### src/rtl/serial_add_pkg.sv
// Shared types for the serial word adder.
// State encoding and overflow-mode selectors.
package serial_add_pkg;

  typedef enum logic {
    IDLE,
    RUN
  } sa_state_t;

  localparam int MODE_UNSIGNED = 0;
  localparam int MODE_SIGNED   = 1;

endpackage

### src/rtl/serial_word_adder_ovf_stat.sv
// Saturating overflow counter with a sticky alarm.
// A clear in the same cycle as an increment drops the increment.
module ovf_stat_counter #(
  parameter int CNT_W        = 4,
  parameter int ALARM_THRESH = 4
) (
  input  logic             clk,
  input  logic             rst_n,
  input  logic             inc_i,
  input  logic             clr_i,
  output logic [CNT_W-1:0] count_o,
  output logic             alarm_o
);

  localparam logic [CNT_W-1:0] MAX = '1;
  localparam logic [CNT_W-1:0] THR = CNT_W'(ALARM_THRESH);

  logic [CNT_W-1:0] count_q, count_d;
  logic             alarm_q, alarm_d;

  always_comb begin
    count_d = count_q;
    alarm_d = alarm_q;
    if (clr_i) begin
      count_d = '0;
      alarm_d = 1'b0;
    end else begin
      if (inc_i && count_q != MAX)
        count_d = count_q + 1'b1;
      alarm_d = alarm_q | (count_d >= THR);
    end
  end

  always_ff @(posedge clk or negedge rst_n) begin
    if (!rst_n) begin
      count_q <= '0;
      alarm_q <= 1'b0;
    end else begin
      count_q <= count_d;
      alarm_q <= alarm_d;
    end
  end

  assign count_o = count_q;
  assign alarm_o = alarm_q;

endmodule

### src/rtl/serial_word_adder.sv
// LSB-first serial adder over two lines with word framing,
// overflow detection and overflow statistics.
module serial_word_adder
  import serial_add_pkg::*;
#(
  parameter int WIDTH        = 8,
  parameter int SIGNED_MODE  = MODE_UNSIGNED,
  parameter int CNT_W        = 4,
  parameter int ALARM_THRESH = 4
) (
  input  logic             clock,
  input  logic             reset_n,
  input  logic             in_valid,
  input  logic             start,
  input  logic             line1,
  input  logic             line2,
  input  logic             clear_stat,
  output logic             outp,
  output logic             out_valid,
  output logic             word_done,
  output logic             overflw,
  output logic             aborted,
  output logic [CNT_W-1:0] ovf_count,
  output logic             alarm
);

  localparam int IW = $clog2(WIDTH);
  localparam logic [IW-1:0] LAST = IW'(WIDTH - 1);

  sa_state_t     state_q, state_d;
  logic [IW-1:0] idx_q, idx_d;
  logic          carry_q, carry_d;

  logic take, last, abort, cin, sum, cout, ovf;

  always_comb begin
    take  = in_valid && (start || state_q == RUN);
    last  = take && !start && idx_q == LAST;
    abort = in_valid && start && state_q == RUN;
    // a start bit always begins with a clean carry
    cin   = start ? 1'b0 : carry_q;
    sum   = line1 ^ line2 ^ cin;
    cout  = (line1 & line2) | (line1 & cin) | (line2 & cin);
    if (SIGNED_MODE == MODE_SIGNED)
      ovf = last && (cin ^ cout);
    else
      ovf = last && cout;
    state_d = state_q;
    idx_d   = idx_q;
    carry_d = carry_q;
    if (take) begin
      if (last) begin
        state_d = IDLE;
        idx_d   = '0;
        carry_d = 1'b0;
      end else begin
        state_d = RUN;
        idx_d   = start ? IW'(1) : idx_q + 1'b1;
        carry_d = cout;
      end
    end
  end

  always_ff @(posedge clock or negedge reset_n) begin
    if (!reset_n) begin
      state_q   <= IDLE;
      idx_q     <= '0;
      carry_q   <= 1'b0;
      outp      <= 1'b0;
      out_valid <= 1'b0;
      word_done <= 1'b0;
      overflw   <= 1'b0;
      aborted   <= 1'b0;
    end else begin
      state_q   <= state_d;
      idx_q     <= idx_d;
      carry_q   <= carry_d;
      outp      <= take & sum;
      out_valid <= take;
      word_done <= last;
      overflw   <= ovf;
      aborted   <= abort;
    end
  end

  ovf_stat_counter #(
    .CNT_W       (CNT_W),
    .ALARM_THRESH(ALARM_THRESH)
  ) u_stat (
    .clk    (clock),
    .rst_n  (reset_n),
    .inc_i  (ovf),
    .clr_i  (clear_stat),
    .count_o(ovf_count),
    .alarm_o(alarm)
  );

  a_frame: assert property (@(posedge clock) disable iff (!reset_n)
    !(!out_valid && (word_done || overflw)));

  a_alarm: assert property (@(posedge clock) disable iff (!reset_n)
    !(alarm && ovf_count < CNT_W'(ALARM_THRESH)));

endmodule
### config.mk
export PLATFORM = sky130hd
export DESIGN_NAME = serial_word_adder
export DESIGN_NICKNAME = d
export VERILOG_FILES = /design/src/rtl/serial_add_pkg.sv /design/src/rtl/serial_word_adder_ovf_stat.sv /design/src/rtl/serial_word_adder.sv
export SDC_FILE = /design/constraint.sdc
export NUM_CORES = 1
export LEC_CHECK = 0
export ABC_AREA = 1
export BUFFER_PORTS_ARGS = -buffer_cell sky130_fd_sc_hd__buf_2
export CAP_MARGIN = 30
export CORE_UTILIZATION = 30
export CTS_BUF_LIST = sky130_fd_sc_hd__clkbuf_4 sky130_fd_sc_hd__clkbuf_8 sky130_fd_sc_hd__clkbuf_16
export CTS_CLUSTER_SIZE = 25
export DETAILED_ROUTE_END_ITERATION = 8
export GPL_TIMING_DRIVEN = 0
export PLACE_DENSITY = 0.51
export SYNTH_ARGS = -nofsm -noshare
export SYNTH_HDL_FRONTEND = slang
export SYNTH_SLANG_ARGS = --single-unit
### constraint.sdc
create_clock -name clock -period 3.1 [get_ports clock]
set_clock_uncertainty 0.1 [all_clocks]
set_input_delay 0.155 -clock clock [delete_from_list [all_inputs] [get_ports clock]]
set_output_delay 0.155 -clock clock [all_outputs]
set_load 0.02 [all_outputs]
# Word-level counts from Yosys, hierarchy flattened
# Index checks and enable logic that the tools add are counted.
# totals
reg_bits	15
in_bits	7
output_inout_bits	10
elab_cells	42
# op_classes
add_sub_neg	2
order_cmp	1
eq_ne	2
n_mux	9
bitwise	9
reduce_logical	9
# op_table
cell	count
$mux W4	3
$logic_and A1 B1 Y1	7
$mux W3	2
$add A4 B1 Y4 const B	1
$and A1 B1 Y1	4
$ge A4 B3 Y1 const B	1
$mux W1	4
$ne A4 B4 Y1 const B	1
$add A3 B1 Y3 const B	1
$eq A3 B3 Y1 const B	1
$or A1 B1 Y1	3
$xor A1 B1 Y1	2
$logic_not A1 Y1	1
$logic_or A1 B1 Y1	1

# Depth between registers and ports, before layout
# logic_depth
depth_word	11
depth_mapped	9
mapped_depth_nobuf	9

# Hierarchy
# A second synthesis with hierarchy kept.
# unflattened
hier_cells	77
area_unflattened_um2	716.9
# modules_own_cells
mod	instances	cells_per_inst	area_per_inst_um2
serial_word_adder	1	45	442.9
ovf_stat_counter	1	32	274.0

# Worst setup path after synthesis
# OpenSTA, ideal clock, no wires.
# synth_path
path_type	register to register
startpoint	register carry_q
endpoint	register u_stat.count_q[0] (netlist: u_stat.count_o[0])
t_arrival_ps	1249
required_ps	2887
slack_ps	1638
path_stages_with_launch	10
path_buffers	0
synth_period_minus_slack_ps	1462
path_cell_list	dfrtp_1 -> inv_1 -> nor2_1 -> fa_1 -> inv_1 -> nor2_4 -> o21ai_2 -> nand2_1 -> nand2_1 -> nor2_2
# synth_via
elab_chain_len	9
word_cells_on_any_way	10
classes_between	mux (4); bitwise (4); reduce/logical (2)
# synth_lines
item	line	source
start: declaration	serial_word_adder.sv:32	logic carry_q, carry_d;
start signal: assignment	serial_word_adder.sv:77	carry_q <= carry_d;
$mux W1 *	serial_word_adder.sv:41	cin = start ? 1'b0 : carry_q;
$and A1 B1 Y1	serial_word_adder.sv:43	cout = (line1 & line2) | (line1 & cin) | (line2 & cin);
$or A1 B1 Y1	serial_word_adder.sv:43	
$or A1 B1 Y1 *	serial_word_adder.sv:43	
$logic_and A1 B1 Y1 *	serial_word_adder.sv:47	ovf = last && cout;
net ovf	serial_word_adder.sv:34	logic take, last, abort, cin, sum, cout, ovf;
$logic_and A1 B1 Y1 *	serial_word_adder_ovf_stat.sv:28	if (inc_i && count_q != MAX)
$mux W4 *	serial_word_adder_ovf_stat.sv:28	
$mux W4 * (2 in a row)	serial_word_adder_ovf_stat.sv:24	if (clr_i) begin
net u_stat.count_d[0]	serial_word_adder_ovf_stat.sv:18	logic [CNT_W-1:0] count_q, count_d;
end signal: assignment	serial_word_adder_ovf_stat.sv:39	count_q <= count_d;
end: declaration	serial_word_adder_ovf_stat.sv:18	
# The timed path passes the listed nets; every way through them passes the cells marked *. The select of a mux whose other input is x is not followed.
# A chain may end at the register's enable or synchronous reset.

# Final worst setup path
# layout_path
startpoint	register idx_q[1]
endpoint	register u_stat.alarm_q (netlist: u_stat.alarm_o)
# layout_via
elab_chain_len	9
# layout_lines
item	line	source
start: declaration	serial_word_adder.sv:31	logic [IW-1:0] idx_q, idx_d;
start signal: assignment	serial_word_adder.sv:76	idx_q <= idx_d;
$eq A3 B3 Y1	serial_word_adder.sv:38	last = take && !start && idx_q == LAST;
$logic_and A1 B1 Y1	serial_word_adder.sv:38	
net last	serial_word_adder.sv:34	
$logic_and A1 B1 Y1	serial_word_adder.sv:47	
$logic_and A1 B1 Y1	serial_word_adder_ovf_stat.sv:28	
$mux W4	serial_word_adder_ovf_stat.sv:28	
$mux W4	serial_word_adder_ovf_stat.sv:24	
$ge A4 B3 Y1	serial_word_adder_ovf_stat.sv:30	alarm_d = alarm_q | (count_d >= THR);
$or A1 B1 Y1	serial_word_adder_ovf_stat.sv:30	
$mux W1	serial_word_adder_ovf_stat.sv:24	
net u_stat.alarm_d	serial_word_adder_ovf_stat.sv:19	logic alarm_q, alarm_d;
end signal: assignment	serial_word_adder_ovf_stat.sv:40	alarm_q <= alarm_d;
end: declaration	serial_word_adder_ovf_stat.sv:19	
# The timed path passes the listed nets, and every way through them passes these cells. The select of a mux whose other input is x is not followed.

==> metrics.md <==
| Metric | Value |
|---|---|
| Worst Path Class, Setup | `register to register` |
| Synth unique cells | `19` |
| Post-Syn Nets | `85` |
| Number of global-route vias before repair | `519` |
| Share of layout cells above drive strength 1 | `30.21%` |
| Metal2 WL | `550 um` |
| Initial antenna violation count | `0` |
| Latest clock arrival within the worst-skew pair | `280 ps` |
| Synthesis-stage register bit count | `15` |
| Seq/Total Area, Yosys | `51.81%` |
| Synth Instances | `74` |
| Number of gates resized after CTS | `0` |
| GR Overflow Total | `0` |
| Final TNS setup | `0 ps` |
| First-pass GRT wire length | `2.180 mm` |
| First DRT Iteration DRCs | `6` |
| Worst VDD drop | `0.1551 mV` |
| Max cap viols | `0` |
| CP Capture Type | `register` |
| Synth Warn # | `0` |
| # setup viols final | `0` |
| Relative slew slack | `78.55%` |
| WL final | `1.216 mm` |
| Power, Total | `0.3892 mW` |
| RSZ-0062 raised after global routing | `no` |
| Tmin final | `1613 ps` |
| EDFF count, synth | `0` |
| CTS tree | `built` |
| Final instance area | `889.6 um^2` |
| Dpl ws | `1499 ps` |
| Final setup margin | `1487 ps` |
| Synthesized area per cell | `9.790 um^2` |
| Hold WS | `67.18 ps` |
| Metal-1 WL | `604 um` |
| DRT Pass-1 Iters | `4` |
| Layout Nets | `108` |
| Io pins | `17` |
| CTS root buf | `clkbuf_4` |
| Tot GR Track Use | `11.78%` |
| Critical Path AT | `1670 ps` |
| Largest buffer count on any clock path | `2` |
| Vias per cell | `4.282` |
| Largest net degree at the start of global routing | `16` |
| Ys flop type | `dfrtp_1` |
| DR WL/cell | `9.806 um` |
| Post-DP HPWL | `962.2 um` |
| Slew @ Worst Pin | `321.8 ps` |
| DP Area | `839.6 um^2` |
| CP Max Fanout | `4` |
| Num CTS Buffers | `3` |
| Layout Utilization | `39.46%` |
| RD Place Congestion | `0.6810` |
| Fin crit share | `52.02%` |
| Port Buffers | `16` |
| H-tree depth | `1` |
| Ys async rst share | `100.0%` |
| DIE AREA | `2615 um^2` |
| Achievable Freq | `620.1 MHz` |
| Fin. Hold Viols | `0` |
| Max-slew violations | `0` |
| Diode count | `0` |
| CORE AREA | `2255 um^2` |
| Routed length on met3 | `52 um` |
| Syn-to-layout area delta | `22.80%` |
| Initial Util | `32.13%` |
| Worst Hold Class | `input port to register` |
| CTS Sinks | `15` |
| Reg clk slew, reported paths | `90 ps` |
| Status | `complete, no violations` |
| Power Density | `437.5 nW/um^2` |
| Cell Area, Synth | `724.4 um^2` |
| Antenna-violating nets left | `0` |
| Via count | `531` |
| DR top layer | `met4` |
| Die extent in y | `51.14 um` |
| Number of flip-flops in the largest register | `4` |
| Critical Path RT | `3160 ps` |
| Drc violations | `0` |
| Placed insts | `118` |
| LEAKAGE | `0.5170 nW` |
| Post-route insts no fill | `124` |
| Startpoint Class | `register` |
| Row count | `17` |
| Die width | `51.14 um` |
## final timing paths
path / startpoint / to / slack (ps) / depth (start not counted)
setup reg to reg: idx_q[1] / u_stat.alarm_o / 1490 / 7
min in group asynchronous: reset_n / out_valid / 200 / 2
setup / recovery: idx_q[1] / u_stat.alarm_o / 1490 / 7
hold reg to reg: idx_q[1] / idx_q[1] / 410 / 1
hold / removal: start / aborted / 70 / 3
max in group asynchronous: reset_n / u_stat.count_o[1] / 2460 / 2
## critical path, cell delays in order (launching register included)
cell     delay (ps)
dfrtp_1         360
ha_1            150
ha_1            220
inv_1           120
nor3_4          220
nand4_1         110
nand3_1         130
nand3_1          80
## cells by family (layout without fill, tap and decap cells)
group,count (synthesis),in the layout,share of synthesized area [%]
and+or+nand+nor,32,32,23.84
DFF,15,15,51.81
buffers and inverters,15,37,7.771
AOI/OAI and AO/OA,8,8,8.636
adders and majority gates,4,4,7.945
## repair_timing
item,in CTS,in global routing
hold buffers,2,0
endpoints found under the hold margin,16,0
buffers inserted,0,0
## layer usage
layer | global-route usage [%] | vias to the layer above
met3 | 2.679 | 2
met2 | 17.11 | 9
met1 | 15.24 | 237
met5 | 0 | -
met4 | 8.333 | 0
li1 | - | 283
## placed cells by master (no fill, tap or decap), types with 2 or more instances in the layout
cell           Yosys  final
buf_2              0     16
nor2_4             2      2
nand3_1            4      4
nor2_1             7      7
dlygate4sd3_1      0      2
inv_1             14     14
clkbuf_4           0      4
a32o_1             2      2
nand4_1            3      3
nand2_1           12     12
ha_1               3      3
o21ai_2            2      2
o22ai_1            2      2
dfrtp_1           15     15
## area by class of cell
cell class | count | area, um^2
tap | 28 | 35.03
clock buffer | 4 | 30.03
sequential | 15 | 375.4
timing repair buffer | 18 | 100.1
inverter | 15 | 56.30
multi-input combinational | 44 | 292.8
fill | 245 | 1365
## cells in the mapped netlist (2+ instances only)
cell	number	area, um^2
ha_1	3	37.54
dfrtp_1	15	375.4
a32o_1	2	20.02
o22ai_1	2	12.51
o21ai_2	2	17.52
nor2_1	7	26.28
nand2_1	12	45.04
nand4_1	3	18.77
nor2_4	2	22.52
inv_1	14	52.55
nand3_1	4	20.02
## power breakdown
part	total (mW)	switching [mW]	internal, mW
Clock	0.116	0.0578	0.0586
Combinational	0.0571	0.0350	0.0221
Sequential	0.216	0.00652	0.209
(Power assumes the default switching activity.)
